## src/rtl/disp_scan_ctrl.sv

```systemverilog
// Scan sequencer for a 4-digit multiplexed 7-segment display.
// A free-running prescaler divides each digit slot into 2^DIV_W clocks; the
// slot index `scan` walks 0..3. Host frame data is staged on `load` and only
// copied to the live frame registers at a frame boundary, so a digit never
// changes value mid-frame. `dig_on` gates the anodes for brightness PWM and
// leading-zero blanking.
module disp_scan_ctrl #(
    parameter int DIV_W = 17
) (
    input  logic        clk,
    input  logic        rst,
    input  logic        load,
    input  logic [15:0] hexs_in,
    input  logic [3:0]  point_in,
    input  logic [3:0]  les_in,
    input  logic        lz_en,
    input  logic [2:0]  bright,
    output logic [1:0]  scan,
    output logic [15:0] hexs,
    output logic [3:0]  point,
    output logic [3:0]  les,
    output logic        dig_on,
    output logic        ack,
    output logic        frame_done
);

    typedef struct packed {
        logic [15:0] hexs;
        logic [3:0]  point;
        logic [3:0]  les;
    } frame_t;

    localparam logic [DIV_W-1:0] DIV_ONE = {{(DIV_W-1){1'b0}}, 1'b1};

    logic [DIV_W-1:0] div;
    logic             tc;
    logic             frame_end;
    logic             pending;
    logic             pwm_ok;
    logic [3:0]       blank;
    frame_t           stage;
    frame_t           cur;

    assign tc        = &div;
    assign frame_end = tc & (scan == 2'd3);
    assign pwm_ok    = (div[DIV_W-1 -: 3] <= bright);

    assign hexs  = cur.hexs;
    assign point = cur.point;
    assign les   = cur.les;

    // Per-slot leading-zero blank: slot i goes dark when every nibble from
    // digit 3 down to digit i is zero. Digit 0 always shows.
    assign blank[0] = 1'b0;
    for (genvar i = 1; i < 4; i++) begin : g_lz
        assign blank[i] = lz_en & ~|cur.hexs[15:4*i];
    end

    // Prescaler and digit-slot counter.
    always_ff @(posedge clk or posedge rst) begin
        if (rst) begin
            div  <= '0;
            scan <= 2'd0;
        end else begin
            div <= div + DIV_ONE;
            if (tc)
                scan <= scan + 2'd1;
        end
    end

    // Host staging buffer; a load coincident with a commit re-arms pending so
    // the new value goes out on the following frame.
    always_ff @(posedge clk or posedge rst) begin
        if (rst) begin
            stage   <= '0;
            pending <= 1'b0;
        end else begin
            if (load)
                stage <= '{hexs: hexs_in, point: point_in, les: les_in};
            if (load)
                pending <= 1'b1;
            else if (frame_end)
                pending <= 1'b0;
        end
    end

    // Frame-boundary commit with ack / frame_done pulses on the following cycle.
    always_ff @(posedge clk or posedge rst) begin
        if (rst) begin
            cur        <= '0;
            ack        <= 1'b0;
            frame_done <= 1'b0;
        end else begin
            frame_done <= frame_end;
            ack        <= frame_end & pending;
            if (frame_end & pending)
                cur <= stage;
        end
    end

    // Registered anode enable from this cycle's slot position and frame data.
    always_ff @(posedge clk or posedge rst) begin
        if (rst)
            dig_on <= 1'b0;
        else
            dig_on <= pwm_ok & ~blank[scan];
    end

endmodule

```

## config.mk

```make
export PLATFORM = sky130hd
export DESIGN_NAME = disp_scan_ctrl
export DESIGN_NICKNAME = d
export VERILOG_FILES = /design/src/rtl/disp_scan_ctrl.sv
export SDC_FILE = /design/constraint.sdc
export NUM_CORES = 1
export LEC_CHECK = 0
export CAP_MARGIN = 10
export CORE_UTILIZATION = 37
export DETAILED_ROUTE_END_ITERATION = 8
export SYNTH_ARGS = -nofsm -noshare
export SYNTH_HDL_FRONTEND = slang
export SYNTH_SLANG_ARGS = --single-unit
```

## constraint.sdc

```tcl
create_clock -name clk -period 3.45 [get_ports clk]
set_input_delay 1.035 -clock clk [delete_from_list [all_inputs] [get_ports clk]]
set_output_delay 1.035 -clock clk [all_outputs]
set_load 0.02 [all_outputs]
```

======== Yosys cells after proc, flatten, opt, wreduce, memory -nomap -nowiden ========
Cells that the tools add are included.
cells by class
  add/sub/neg operators ................... 2
  order comparisons ....................... 2
  equal/unequal tests ..................... 1
  mux-type cells .......................... 4
  bitwise logic cells ..................... 7
  reduce and logical (&&, ||, !) cells .... 8
operators by type and width
  cell                   count
  $add 17x1->17 const B  1
  $reduce_and 17->1      1
  $reduce_or 12->1       1
  $reduce_or 8->1        1
  $and 1x1->1            6
  $reduce_or 4->1        1
  $le 3x3->1             1
  $logic_not 1->1        3
  $lt 2x3->1 const B     1
  $mux 1                 3
  $add 2x1->2 const B    1
  $bmux 1 s2             1
  $eq 2x2->1 const B     1
  $reduce_bool 2->1      1
  $not 1->1              1
storage, ports and cells
  flip-flop bits (word level) ............. 71
  input bits .............................. 31
  word-level logic and storage cells ...... 36

======== Longest topological paths before layout ========
  depth after elaboration ................. 7
  depth in mapped cells ................... 9
  gate-level depth less buffers ........... 8

======== Least setup slack after synthesis ========
OpenSTA, ideal clock, no wires.
  path kind ............................... register -> register
  from .................................... register div[0]
  to ...................................... register cur, in the netlist hexs[10]
  setup time .............................. 0.125 ns
  data arrival time ....................... 1.940 ns
  required time ........................... 3.325 ns
  slack ................................... 1.385 ns
  stages on the path, launching flop included .. 10
  path buffers ............................ 1
  period minus slack after synthesis ...... 2.065 ns
  cells stage by stage .................... dfrtp_1 -> ha_1 -> and4_4 -> and4_2 -> ha_1 -> nand2_1 -> inv_2 -> nand2_4 -> buf_6 -> mux2_2
on the way
  word-level cells in the longest chain between the ends .. 3
ends and longest elaborated chain
  element                 RTL line  RTL
  start, declared         35        logic [DIV_W-1:0] div;
  start signal, assigned  65        div <= div + DIV_ONE;
  $reduce_and 17->1       44        assign tc = &div;
  named net tc            36        logic tc;
  $and 1x1->1             45        assign frame_end = tc & (scan == 2'd3);
  named net frame_end     37        logic frame_end;
  $and 1x1->1             96        if (frame_end & pending)
  end signal, assigned    97        cur <= stage;
  end, declared           42        frame_t cur;
The timed path passes the listed nets, and every way through them passes these cells.
A chain may end at the register's enable or synchronous reset.

======== Final worst setup path ========
  from .................................... register scan[0]
  to ...................................... output port scan[0]
RTL lines
  element                 RTL line  RTL
  start, declared         18        output logic [1:0] scan,
  start signal, assigned  67        scan <= scan + 2'd1;
No word-level cell between the ends.

==> impl_metrics.py <==
metrics = {
    "grt": {
        "grt_overflow": 0,
        "antenna_found_initial": 0,
        "grt_start_max_net_pins": 72,
        "grt.total_usage": 0.1378,
        "first_global_vias": 1741,
        "grt_first_pass_wirelength_mm": 7.941,
    },
    "power": {
        "clock_power_share": 0.390,
        "seqPwrFrac": 0.550,
        "p_sw_mw": 0.3389,
        "swShare": 0.2135,
        "irDropWorstVdd_mv": 0.2707,
        "leakagePower_nw": 1.734,
        "power_density_mw_per_mm2": 426.8,
        "p_comb_frac": 0.060,
        "p_total_mw": 1.587,
        "p_int_mw": 1.249,
    },
    "clock_tree": {
        "clock_sinks": 71,
        "holdBufCountCts": 0,
        "ctsHtreeMaxLevel": 3,
        "clock_latency_ns": 0.34,
        "cts_setup_buffers": 0,
        "cts_tree": "done",
        "clk_pin_slew_ns": 0.07,
        "cts_buffers": 9,
        "postCtsResizedCells": 0,
        "cts_max_path_buffers": 2,
        "cts_root_buf": "clkbuf_8",
    },
    "run": {
        "maxCapViolCount": 0,
    },
    "die": {
        "dieArea_mm2": 0.008000,
        "coreArea_mm2": 0.007331,
        "io-pin-count": 60,
        "initial_utilization": 0.3859,
        "fp.dieH_um": 89.44,
        "fp-row-count": 31,
        "die_w_um": 89.44,
    },
    "setup_path": {
        "worst_path_max_delay_cell": "clkdlybuf4s50_1",
        "worstPathArrival_ns": 1.40,
        "cpPeakStageDelay_ns": 0.63,
        "cp_top_family": "buffers and inverters",
        "critPathLaunchType": "register",
        "crit_chain": "clkdlybuf4s50_1",
        "path_buf_inv": 1,
        "cp-end-kind": "output pin",
        "cp_max_fo": 5,
        "crit_required_ns": 2.41,
        "critPathKind": "reg -> out",
    },
    "placed_design": {
        "gp_congestion": 0.6716,
        "place_ws_ns": 1.060,
        "dp_hpwl_mm": 3.168,
        "dp.cells": 344,
        "io_buffers": 59,
        "dpl-instance-area_mm2": 0.003533,
    },
    "timing": {
        "finalSetupViolations": 0,
        "drv_slew": 0,
        "finalHoldViolations": 0,
        "max_slew.worst_pin.slew_ns": 0.3734,
        "setup_tns_ns": 0,
        "fin_crit_ns": 2.436,
        "max_freq_mhz": 410.5,
        "holdWs_ns": 0.4417,
        "rsz0062_at_grt": "false",
        "slew_headroom": 0.7508,
        "post-route-period-util": 0.7060,
        "fin_skew_ns": 0.009351,
        "fin_ws_ns": 1.014,
    },
    "cells_and_area": {
        "fin_util": 0.5074,
        "fin_nets": 293,
        "fin_cells": 359,
        "syn_to_final_growth_pct": 31.49,
        "finalInstanceArea_mm2": 0.003720,
        "fill_cells": 652,
        "drive_gt1_frac": 0.2923,
        "diodes": 0,
    },
    "drt": {
        "dr.pass1.iters": 3,
        "vias": 1673,
        "drcViolationCount": 0,
        "drt-vias-per-instance": 4.660,
        "drt_iter0_markers": 50,
        "drt_wl_total_mm": 4.717,
        "antenna_left": 0,
        "wl_per_cell_um": 13.14,
    },
    "synthesis": {
        "yosysMostFrequentCell": "dfrtp_1",
        "synthesis.nets": 226,
        "yosysTopAreaCellShare": 0.6280,
        "synth-edff-count": 0,
        "seq_area_frac_synth": 0.6280,
        "synth_area_leaders": "dfrtp_1, mux2_2, xnor2_1, ha_1, nand3_1",
        "synthFlopType": "dfrtp_1",
        "ys_seq_elements": 71,
        "synth_common_cells": "dfrtp_1, mux2_2, xnor2_1",
        "yosysTopAreaCell": "dfrtp_1",
        "syn_area_mm2": 0.002829,
        "postSynth.asyncResetShare": 1.000,
        "ys_warn_count": 0,
        "syn_area_per_cell_um2": 14.97,
        "yosysUniqueCellTypes": 28,
        "syn_inst": 189,
    },
    "status": {
        "status": "finished, final reports clean",
    },
    "min_path": {
        "hold_path_class": "reg -> reg",
    },
}
## cell families (layout without fill, tap and decap cells)
group,after synthesis,count (layout),synth area share
AO/OA/AOI/OAI,4,4,0.009290
XOR/XNOR,15,15,0.04644
adder cells (fa/ha/maj),6,6,0.02654
buffers and inverters,13,84,0.02388
flip-flops,71,71,0.6280
multiplexers,49,49,0.1950
AND/OR/NAND/NOR,31,31,0.07077
## flip-flops by register name, summed over array words and instances (netlist names)
signal and count:
ack 1, dig_on 1, div 17, frame_done 1, hexs 16, les 4
pending 1, point 4, scan 2, stage 24
## power groups by stage
stage / Combinational [mW] / Clock, mW / Sequential [mW]
5_1_grt: 0.105 / 0.679 / 0.876
2_1_floorplan: 0.0499 / 0 / 0.886
4_1_cts: 0.0982 / 0.649 / 0.873
6_report: 0.0955 / 0.619 / 0.873
3_5_place_dp: 0.0980 / 0 / 0.889
3_3_place_gp: 0.0972 / 0 / 0.889
## area by class of cell
class / count / area [um^2] / share of cell area
flip-flops and latches: 71 / 1777 / 0.4776
multi-input cells: 105 / 984.7 / 0.2647
clock buffers: 9 / 123.9 / 0.03330
repair buffers: 61 / 618.1 / 0.1662
inverters: 8 / 30.03 / 0.008073
clock inverters: 6 / 62.56 / 0.01682
well taps: 99 / 123.9 / 0.03330
## per-layer routing
metal,vias to the layer above,share of wire,GRT usage
li1,792,-,-
met1,835,0.46,0.1646
met2,41,0.48,0.2200
met3,5,0.049,0.05355
met4,0,0.0095,0.06494
met5,-,0,0
## layout by cell type, fill, tap and decap left out
cell type and n:
and4_2 1, inv_2 2, nand4_1 1, xnor2_1 10, nand2_1 5, and3_4 1
dfrtp_1 71, mux2_1 1, o21ai_0 2, nor2_1 2, nor3_2 1, xor2_1 5
buf_12 1, nand4_2 1, ha_1 6, bufinv_16 1, clkbuf_8 9, nor4_1 3
nand3_2 1, nand2_4 1, nand3_1 9, nand2b_1 1, nor2b_1 1, a21o_1 1
clkdlybuf4s50_1 59, and4_4 1, inv_1 6, clkinv_4 2, a32oi_1 1, clkinv_2 3
buf_4 1, and3_2 2, mux2_2 48
## worst paths after layout
path	end	from	slack, ns	cells past startpoint
hold / removal	div[0]	div[0]	0.44	1
setup / recovery	scan[0]	scan[0]	1.01	1
min in group asynchronous	les[0]	rst	1.09	3
max in group asynchronous	hexs[12]	rst	2.07	3
setup reg to reg	hexs[7]	div[0]	1.18	8
hold reg to reg	div[0]	div[0]	0.44	1
(Power assumes the default switching activity.)
